==> config.mk <==
export PLATFORM = sky130hd
export DESIGN_NAME = sobel_line_delay_ctrl
export DESIGN_NICKNAME = d
export VERILOG_FILES = /design/src/rtl/sobel_line_delay_ctrl.sv
export SDC_FILE = /design/constraint.sdc
export NUM_CORES = 1
export LEC_CHECK = 0
export ABC_AREA = 0
export ABC_CLOCK_PERIOD_IN_PS = 2700
export BUFFER_PORTS_ARGS = -buffer_cell sky130_fd_sc_hd__buf_4
export CAP_MARGIN = 20
export CORE_MARGIN = 2
export CORE_UTILIZATION = 50
export CTS_CLUSTER_SIZE = 12
export DETAILED_ROUTE_END_ITERATION = 8
export HOLD_SLACK_MARGIN = 0.05
export PLACE_DENSITY = 0.78
export REMOVE_ABC_BUFFERS = 1
export SLEW_MARGIN = 20
export SYNTH_ARGS = -nofsm -noshare
export SYNTH_HDL_FRONTEND = slang
export SYNTH_SLANG_ARGS = --single-unit
==> constraint.sdc <==
create_clock -name clk -period 2.7 [get_ports clk]
set_clock_uncertainty 0.05 [all_clocks]
set_input_delay 0.675 -clock clk [delete_from_list [all_inputs] [get_ports clk]]
set_output_delay 0.675 -clock clk [all_outputs]
set_load 0.005 [all_outputs]
==> src/rtl/sobel_line_delay_ctrl.sv <==
// Sobel line-buffer sequencer: fills the FIFO with one line, then streams a current/previous-line tap pair.
// Optional macro SOBEL_LDC_LINE_CNT_EN enables the saturating completed-line counter on line_cnt.
module sobel_line_delay_ctrl #(
  parameter int DATA_W     = 8,
  parameter int LINE_W     = 640,
  parameter int FRAME_H    = 480,
  parameter int FLUSH_IDLE = 4
) (
  input  logic              clk,
  input  logic              rst,
  input  logic [DATA_W-1:0] in_data,
  input  logic              in_vld,
  input  logic              in_sof,
  output logic              in_rdy,
  output logic [DATA_W-1:0] fifo_wr_data,
  output logic              fifo_wr_en,
  input  logic              fifo_wr_vld,
  input  logic [DATA_W-1:0] fifo_rd_data,
  input  logic              fifo_rd_vld,
  output logic              fifo_rd_en,
  output logic [DATA_W-1:0] out_cur,
  output logic [DATA_W-1:0] out_prev,
  output logic              out_vld,
  output logic              out_eol,
  output logic              busy,
  output logic              err_ovf,
  output logic              err_udf,
  input  logic              err_clr,
  output logic [15:0]       line_cnt
);

  localparam int COL_W  = (LINE_W > 1) ? $clog2(LINE_W) : 1;
  localparam int ROW_W  = $clog2(FRAME_H + 1);
  localparam int IDLE_W = $clog2(FLUSH_IDLE + 1);

  localparam logic [COL_W-1:0]  COL_LAST  = COL_W'(LINE_W - 1);
  localparam logic [ROW_W-1:0]  ROW_LAST  = ROW_W'(FRAME_H - 1);
  localparam logic [IDLE_W-1:0] IDLE_LAST = IDLE_W'(FLUSH_IDLE - 1);

  localparam logic [1:0] ST_IDLE   = 2'd0;
  localparam logic [1:0] ST_FILL   = 2'd1;
  localparam logic [1:0] ST_STREAM = 2'd2;
  localparam logic [1:0] ST_FLUSH  = 2'd3;

  logic [1:0]        state;
  logic [COL_W-1:0]  col;
  logic [ROW_W-1:0]  row;
  logic [IDLE_W-1:0] idle_cnt;

  logic in_line;
  logic premature;
  logic accept;
  logic stream_beat;
  logic ovf_set;
  logic udf_set;

  assign in_line     = (state == ST_FILL) || (state == ST_STREAM);
  // A start-of-frame inside a line is refused so it can restart the frame cleanly from IDLE.
  assign premature   = in_line & in_vld & in_sof;
  assign in_rdy      = (state != ST_FLUSH) & ~premature;
  assign accept      = in_vld & in_rdy;
  assign stream_beat = accept & (state == ST_STREAM);

  assign fifo_wr_data = in_data;
  assign fifo_wr_en   = accept & (in_line | in_sof);
  assign fifo_rd_en   = stream_beat | (state == ST_FLUSH);
  assign busy         = (state != ST_IDLE);

  assign ovf_set = fifo_wr_en & ~fifo_wr_vld;
  assign udf_set = stream_beat & ~fifo_rd_vld;

  // NOTE: sequential state uses non-blocking assignments so every register samples pre-edge values.
  always_ff @(posedge clk) begin
    if (rst) begin
      state    <= ST_IDLE;
      col      <= '0;
      row      <= '0;
      idle_cnt <= '0;
    end else begin
      case (state)
        ST_IDLE: begin
          if (accept && in_sof) begin
            col   <= COL_W'(1);
            row   <= '0;
            state <= ST_FILL;
          end
        end
        ST_FILL, ST_STREAM: begin
          if (premature) begin
            state <= ST_FLUSH;
          end else if (accept) begin
            if (col == COL_LAST) begin
              col <= '0;
              row <= row + ROW_W'(1);
              if (state == ST_FILL)     state <= ST_STREAM;
              else if (row == ROW_LAST) state <= ST_FLUSH;
            end else begin
              col <= col + COL_W'(1);
            end
          end
        end
        default: begin
          // Drain until the FIFO has reported empty for FLUSH_IDLE consecutive cycles.
          if (fifo_rd_vld) begin
            idle_cnt <= '0;
          end else if (idle_cnt == IDLE_LAST) begin
            idle_cnt <= '0;
            col      <= '0;
            row      <= '0;
            state    <= ST_IDLE;
          end else begin
            idle_cnt <= idle_cnt + IDLE_W'(1);
          end
        end
      endcase
    end
  end

  always_ff @(posedge clk) begin
    if (rst) begin
      out_cur  <= '0;
      out_prev <= '0;
      out_vld  <= 1'b0;
      out_eol  <= 1'b0;
    end else if (stream_beat) begin
      out_cur  <= in_data;
      out_prev <= fifo_rd_data;
      out_vld  <= fifo_rd_vld;
      out_eol  <= fifo_rd_vld & (col == COL_LAST);
    end else begin
      out_vld  <= 1'b0;
      out_eol  <= 1'b0;
    end
  end

  // Set wins over a simultaneous clear so no error event is ever lost.
  always_ff @(posedge clk) begin
    if (rst) begin
      err_ovf <= 1'b0;
      err_udf <= 1'b0;
    end else begin
      err_ovf <= ovf_set | (err_ovf & ~err_clr);
      err_udf <= udf_set | (err_udf & ~err_clr);
    end
  end

`ifdef SOBEL_LDC_LINE_CNT_EN
  logic line_done;
  assign line_done = accept & in_line & (col == COL_LAST);

  always_ff @(posedge clk) begin
    if (rst) begin
      line_cnt <= '0;
    end else if (line_done && (line_cnt != 16'hFFFF)) begin
      line_cnt <= line_cnt + 16'd1;
    end
  end
`else
  assign line_cnt = '0;
`endif

endmodule

Yosys cells after proc, flatten, opt, wreduce, memory -nomap -nowiden
Index checks and enable logic that the tools add are counted.
Cells by class
  $add $sub $neg: 3
  equal/unequal tests: 15
  multiplexer cells: 25
  bitwise operators: 20
  reductions and logical operators: 11
Operators by type and width (count)
  $mux 10: 6
  $mux 9: 6
  $pmux 10 s2: 1
  $pmux 9 s2: 1
  $mux 2: 8
  $reduce_and 6->1: 2
  $and 1x1->1: 11
  $add 10x1->10 const B: 1
  $eq 10x10->1 const B: 1
  $ne 2x2->1 const B: 5
  $add 9x1->9 const B: 1
  $eq 9x9->1 const B: 1
  $mux 3: 2
  $ne 3x3->1 const B: 2
  $not 1->1: 5
  $reduce_and 5->1: 1
  $eq 2x2->1 const B: 2
  $ne 4x4->1 const B: 1
  $or 1x1->1: 4
  $pmux 2 s2: 1
  $reduce_or 2->1: 2
  $add 3x1->3 const B: 1
  $eq 3x2->1 const B: 1
  $ne 3x1->1 const B: 1
  7 further kinds: 7
Storage, ports and cells
  bits in registers: 44

Depth between registers and ports, before layout
Gate-level depths: netlist of the first run.
  depth in word-level cells: 10
  gate-level depth with buffers: 8
  depth with buffers taken out: 7

Worst setup path after synthesis of the first run
OpenSTA, ideal clock, no wires.
  kind: register to register
  start point: register state[0]
  end point: register row[6]
  arrival time: 2.113 ns
  data required time: 2.576 ns
  slack: 0.463 ns
  stages on the path, launching flop included: 8
  clock period less this slack: 2.237 ns
  cell sequence: dfxtp_1 -> inv_1 -> ha_1 -> or4b_4 -> a21oi_4 -> a21oi_2 -> or4b_1 -> a31oi_1
Between the ends
  word-level cells in the longest chain between the ends: 10
  elaborated cells between the ends (all ways): 20
  those cells by class: eq/ne (8); mux (1); bitwise (5); reduce/logical (6)
RTL lines
  start, declared: RTL line 45  | logic [1:0] state;
  start signal, assigned: RTL line 75  | state <= ST_IDLE;
  start signal, assigned: RTL line 85  | state <= ST_FILL;
  start signal, assigned: RTL line 90  | state <= ST_FLUSH;
  $eq 2x1->1 or $eq 2x2->1 (tied branches): RTL line 57, 80
  $logic_or 1x1->1: RTL line 57  | assign in_line = (state == ST_FILL) || (state == ST_STREAM);
  $and 1x1->1 (2 in series): RTL line 59  | assign premature = in_line & in_vld & in_sof;
  $not 1->1: RTL line 60  | assign in_rdy = (state != ST_FLUSH) & ~premature;
  $and 1x1->1: RTL line 60
  $and 1x1->1: RTL line 61  | assign accept = in_vld & in_rdy;
  $logic_and 1x1->1: RTL line 82  | if (accept && in_sof) begin
  $ne 2x2->1 (no source line)
  $reduce_and 6->1 (no source line)
  end signal, assigned: RTL line 94  | row <= row + ROW_W'(1);
  end, declared: RTL line 47  | logic [ROW_W-1:0] row;
Several ways; a longest one is shown, not always the timed one.
A chain may end at the register's enable or synchronous reset.

Worst setup path after layout of the first run
  start point: register state[1]
  end point: output port in_rdy
Between the ends
  word-level cells in the longest chain between the ends: 6
  elaborated cells between the ends (all ways): 8
  those cells by class: eq/ne (3); bitwise (4); reduce/logical (1)
RTL lines
  $eq 2x1->1 or $eq 2x2->1 (tied branches): RTL line 57
  $logic_or 1x1->1: RTL line 57
  $and 1x1->1 (2 in series): RTL line 59
  $not 1->1: RTL line 60
  $and 1x1->1 *: RTL line 60
  end, declared: RTL line 14  | output logic in_rdy,
Every way passes the cells marked *; elsewhere a longest branch is shown, timed or not.

==> impl_metrics.ini, run 1 <==
[outcome]
status = finished, final reports clean

[logic_synthesis]
synth_area_leaders = dfxtp_1 (38%), nand2_1 (8.2%), buf_4 (7.7%)
synth_area_um2 = 2332
synthTopCellsByCount = nand2_1 (51), dfxtp_1 (44), a21oi_1 (33)
yosysTopAreaCell = dfxtp_1
synth_top_area_share_pct = 37.77
syn_area_per_cell_um2 = 8.070
ys.flop_type = dfxtp_1
synth_edf_count = 0
yosysSeqAreaShare_pct = 37.77
synth_most_common_cell = nand2_1
synth-warning-count = 0
synth.distinct_cells = 45
syn_inst = 289
synthArstFlopShare_pct = 0
ys_ff_latch = 44

[global_routing]
grt_max_degree = 45
track_usage_pct = 19.73
grt_pass1_vias = 1924
grt_pass1_wl_um = 8321
grt-ovfl-total = 0
antenna_found_initial = 0

[routing]
wl_per_cell_um = 13.25
routed_wl_um = 5113
vias_per_cell = 5.391
drt_pre_antenna_iters = 4
drt-initial-drc-count = 104
postRouteAntennaNets = 0
drc_errors = 0
vias = 2081

[floorplan]
dieArea_um2 = 5227
row_count = 24
io_pins = 71
die_w_um = 72.30
coreArea_um2 = 4414
initial_core_util_pct = 52.83
die_h_um = 72.30

[clocking]
cts.sinks = 44
path_clk_slew_ns = 0.09
cts_inserted_buffers = 5
cts.path.max_buffers = 2
cts_htree_levels = 2
cts_root_buffer = clkbuf_8
post_cts_buffers = 0
clock_latency_ns = 0.30
cts_tree = done

[power]
irDropWorstVdd_mv = 0.3100
p_total_mw = 1.359
seq_power_share_pct = 48.6
p_comb_share_pct = 13.5
leakagePower_nw = 1.106
p_int_mw = 1.015
swShare_pct = 25.27
power.clock.fraction_pct = 37.8
p_sw_uw = 343.3
p_per_area_nw_per_um2 = 489.3

[setup_path]
slowest_stage = dfxtp_1
critPathKind = register to primary output
required_ns = 1.98
crit_path_start_kind = register
slowest_delay_ns = 0.41
arrival_ns = 1.83
ff2ff_setup_slack_ns = 0.29
path_max_fanout = 21
crit_chain = inv_1 -> ha_1 -> buf_6 -> and3_1 -> nor2_1 -> buf_4
worst_setup_path_end_kind = primary output

[sta]
setup_viol = 0
fmax_mhz = 391.7
rsz0062_at_grt = false
worst_pin_slew_ns = 0.6797
finalHoldViolations = 0
slew_viol_final = 0
relSlewSlack_pct = 54.41
post-route-period-util_pct = 94.56
finalCriticalPeriod_ns = 2.553
final.setup.tns_ns = 0

[run]
maxCapViolCount = 0

[finish]
antenna_cells = 0
fin_nets = 364
syn_to_final_growth_pct = 19.04
drive_gt1_share_pct = 22.46

[placed_design]
place_congestion = 0.8273
dp_hpwl_um = 3716
port_buffers = 54

[min_path]
worstHoldPathType = register to register
layout make-up:
cell class | count | area, um^2
clock buffer | 5 | 68.82
inverter | 7 | 26.28
multi-input combinational | 218 | 1257
fill | 369 | 1638
timing repair buffer | 57 | 431.7
clock inverter | 3 | 46.29
sequential | 44 | 880.8
tap | 52 | 65.06
cells by family (layout without fill, tap and decap cells):
logic type,Yosys count,count (layout),share of synthesized area (%)
buffers and inverters,42,72,10.73
adders and majority gates,8,8,4.292
muxes,4,4,1.770
AOI/OAI and AO/OA,62,62,15.93
other,1,16,0.1608
xor gates and xnor gates,1,1,0.3756
DFF,44,44,37.77
and+or+nand+nor,127,127,28.97
flip-flops by register name, summed over array words and instances (netlist names):
name,count
col,10
row,9
out_cur,8
out_prev,8
idle_cnt,3
state,2
err_ovf,1
err_udf,1
out_eol,1
out_vld,1
power by group through the flow:
stage,combinational (mW),clock [mW],sequential [mW]
2_1_floorplan,0.0952,0,0.675
3_3_place_gp,0.177,0,0.676
3_5_place_dp,0.180,0,0.676
4_1_cts,0.181,0.529,0.661
5_1_grt,0.203,0.547,0.662
6_report,0.184,0.514,0.661
worst max-delay path: cells and delay by family, from the launching register on:
family / cells / cell delay (ns)
fa+ha+maj: 1 / 0.37
flops: 1 / 0.41
simple gates: 2 / 0.31
buf+inv: 3 / 0.44
routing by layer:
metal	part of all wire [%]	global-route usage, %	vias up
li1	-	-	1058
met1	43	24.41	962
met5	0	0	-
met3	4.9	4.444	7
met2	50	33.84	54
met4	1.2	6.709	0
final timing paths:
check	startpoint	endpoint	depth (start not counted)
worst max-delay path	state[1]	in_rdy	6
worst min-delay path	out_cur[6]	out_cur[6]	2
worst max register to register	state[1]	row[5]	7
worst min register to register	out_cur[6]	out_cur[6]	2
cells in the final DEF (no fill, tap or decap), drive strengths merged, types with 2 or more instances in the layout:
cell and n:
buf 57, nand2 51, dfxtp 44, a21oi 35, nor2 17, conb 16, nand3 12, o21ai 9
ha 8, inv 8, a31oi 7, nor2b 5, or3 5, clkbuf 5, or4b 5, nor3 5
nand2b 4, nand4b 4, nand3b 4, and3 3, nand4 3, mux2i 3, and2 2, a211oi 2
o211ai 2, a2111oi 2, or3b 2
repair_timing:
item	CTS	global route
gates resized for setup	0	1
hold buffers	0	0
endpoints found under the setup margin	0	2
stage by stage:
stage | utilization [%] | hold WS [ns] | cells | setup slack, ns | instance area, um^2
finish | 62.90 | 0.4061 | 386 | 0.1470 | 2776
global route | 62.90 | 0.4248 | 386 | 0.008475 | 2776
CTS | 62.81 | 0.4091 | 386 | 0.08779 | 2773
detailed placement | 60.20 | 0.3968 | 378 | 0.2398 | 2658
global placement | 60.20 | 0.3928 | 378 | 0.2718 | 2658
floorplan | - | 0.3820 | 269 | 0.2250 | 2165
Power figures use the tool's default switching activity.
==> run 2, diff against run 1 <==
--- a/config.mk
+++ b/config.mk
@@ -6,15 +6,14 @@
 export NUM_CORES = 1
 export LEC_CHECK = 0
 export ABC_AREA = 0
-export ABC_CLOCK_PERIOD_IN_PS = 2700
+export ABC_CLOCK_PERIOD_IN_PS = 2450
 export BUFFER_PORTS_ARGS = -buffer_cell sky130_fd_sc_hd__buf_4
 export CAP_MARGIN = 20
 export CORE_MARGIN = 2
-export CORE_UTILIZATION = 50
+export CORE_UTILIZATION = 40
 export CTS_CLUSTER_SIZE = 12
 export DETAILED_ROUTE_END_ITERATION = 8
 export HOLD_SLACK_MARGIN = 0.05
-export PLACE_DENSITY = 0.78
 export REMOVE_ABC_BUFFERS = 1
 export SLEW_MARGIN = 20
 export SYNTH_ARGS = -nofsm -noshare
==> constraint.sdc (replaced) <==
create_clock -name clk -period 2.45 [get_ports clk]
set_clock_uncertainty 0.05 [all_clocks]
set_input_delay 0.6125 -clock clk [delete_from_list [all_inputs] [get_ports clk]]
set_output_delay 0.6125 -clock clk [all_outputs]
set_load 0.005 [all_outputs]
==> run 2 against run 1 <==
Non-clock buffer count rose by 9; global-route usage fell by 2.7 points; final area rose by 4.0%; die area rose by 24%; sequential cell count did not move; sequential share of layout area fell by 1.2 points; via count rose by 0.48%; register-to-register slack got worse by 0.16 ns; critical path depth did not move.
==> impl_metrics.ini, run 2 (synthesis results as in run 1) <==
[finish]
fillCellCount = 565
reg.largest.list = col x10, row x9
top_register = col
drive_gt1_share_pct = 25.95
layout_commonest_cell = buf_4
regArea_um2 = 882.1
largest_reg_flops = 10
fin_nets = 373
antenna_cells = 0
syn_to_final_growth_pct = 23.82
multi_input_area_um2 = 1271
final_util_pct = 51.81
final_cell_mix = buf_4 (65), nand2_1 (51), dfxtp_1 (43)
final_cell_count_no_fill = 415

[floorplan]
initial_core_util_pct = 41.84
dieArea_um2 = 6458
die_h_um = 80.36
coreArea_um2 = 5574
row_count = 27
io_pins = 71
die_w_um = 80.36

[placed_design]
place_congestion = 0.7205
dp.cells = 407
port_buffers = 54
dp_hpwl_um = 3834

[global_routing]
grt_max_degree = 45
grt_pass1_vias = 1888
grt_pass1_wl_um = 8742
grt-ovfl-total = 0
track_usage_pct = 17.08
antenna_found_initial = 0

[routing]
wl_per_cell_um = 12.59
drt-initial-drc-count = 120
routed_wl_um = 5226
vias = 2091
drt_pre_antenna_iters = 4
postRouteAntennaNets = 0
vias_per_cell = 5.039
drc_errors = 0

[clocking]
path_clk_slew_ns = 0.09
cts_htree_levels = 2
cts.sinks = 44
hold_buffers = 0
cts_root_buffer = clkbuf_8
clock_latency_ns = 0.30
cts_tree = done
cts.path.max_buffers = 2
post_cts_buffers = 0
cts_inserted_buffers = 5

[setup_path]
critPathTopFamily = buffers and inverters
required_ns = 1.79
slowest_stage = dfxtp_2
crit_path_start_kind = register
cp_num_buf_inv = 3
worst_setup_path_end_kind = primary output
crit_chain = inv_1 -> ha_2 -> buf_8 -> and3_4 -> nor2_1 -> buf_4
r2r-start = state[0]
slowest_delay_ns = 0.37
arrival_ns = 1.67
cp_num_cells = 6
path_max_fanout = 24
r2r_cells = 7
crit_start = state[0]
critPathKind = register to primary output

[sta]
fmax_mhz = 428.0
post-route-period-util_pct = 95.37
finalCriticalPeriod_ns = 2.336
rsz0062_at_grt = false
finalHoldViolations = 0
setup_viol = 0
hold_slack_ns = 0.4082
slew_viol_final = 0

[power]
irDropWorstVdd_mv = 0.2622
leakagePower_nw = 1.150
p_per_area_nw_per_um2 = 527.7

[outcome]
status = finished, final reports clean

[min_path]
worstHoldPathCells = 2
hold_start = out_cur[6]
worstHoldPathType = register to register

[run]
maxCapViolCount = 0
run 2: layout make-up:
cell class	instances	share of cell area, %
Multi-Input combinational cell	218	44.02
Sequential cell	44	30.55
Timing Repair Buffer	66	17.42
Tap cell	72	3.120
Clock buffer	5	2.383
Clock inverter	3	1.603
Inverter	7	0.9099
run 2: repair_timing:
| item | 4_1_cts | 5_1_grt |
|---|---|---|
| pin swaps | 0 | 1 |
| setup endpoints to repair | 4 | 6 |
| endpoints found under the hold margin | 0 | 0 |
| gates resized for setup | 2 | 5 |
run 2: worst paths after layout:
path	to	slack, ns
worst max-delay path	in_rdy	0.11
worst min-delay path	out_cur[6]	0.41
worst max register to register	row[6]	0.13
worst min register to register	out_cur[6]	0.41
run 2: metal layers:
layer | share of wire [%] | GRT usage (%) | wire length [um]
met1 | 46 | 22.23 | 2409
met5 | 0 | 0 | 0
met2 | 49 | 28.25 | 2557
met4 | 1.5 | 6.102 | 76
met3 | 3.5 | 3.034 | 182
run 2: power by group:
group          switching [mW]  internal (mW)
sequential            0.00698          0.722
clock                   0.267          0.307
combinational           0.116          0.104
total                   0.390           1.13
run 2: tightest hold or removal path, stage by stage, from the launching register on:
cell and delay, ns:
dfxtp_1 0.32, nand2_1 0.05, a21oi_1 0.05
run 2: stage by stage:
| step | cell area [um^2] | setup slack (ns) | setup TNS (ns) | total power, mW |
|---|---|---|---|---|
| floorplan | 2165 | -0.02504 | -0.04813 | 0.8486 |
| global placement | 2750 | 0.08488 | 0 | 0.9567 |
| detailed placement | 2750 | 0.009655 | 0 | 0.9566 |
| CTS | 2870 | 0.05249 | 0 | 1.538 |
| global route | 2888 | 0.005839 | 0 | 1.606 |
| finish | 2888 | 0.1135 | 0 | 1.524 |
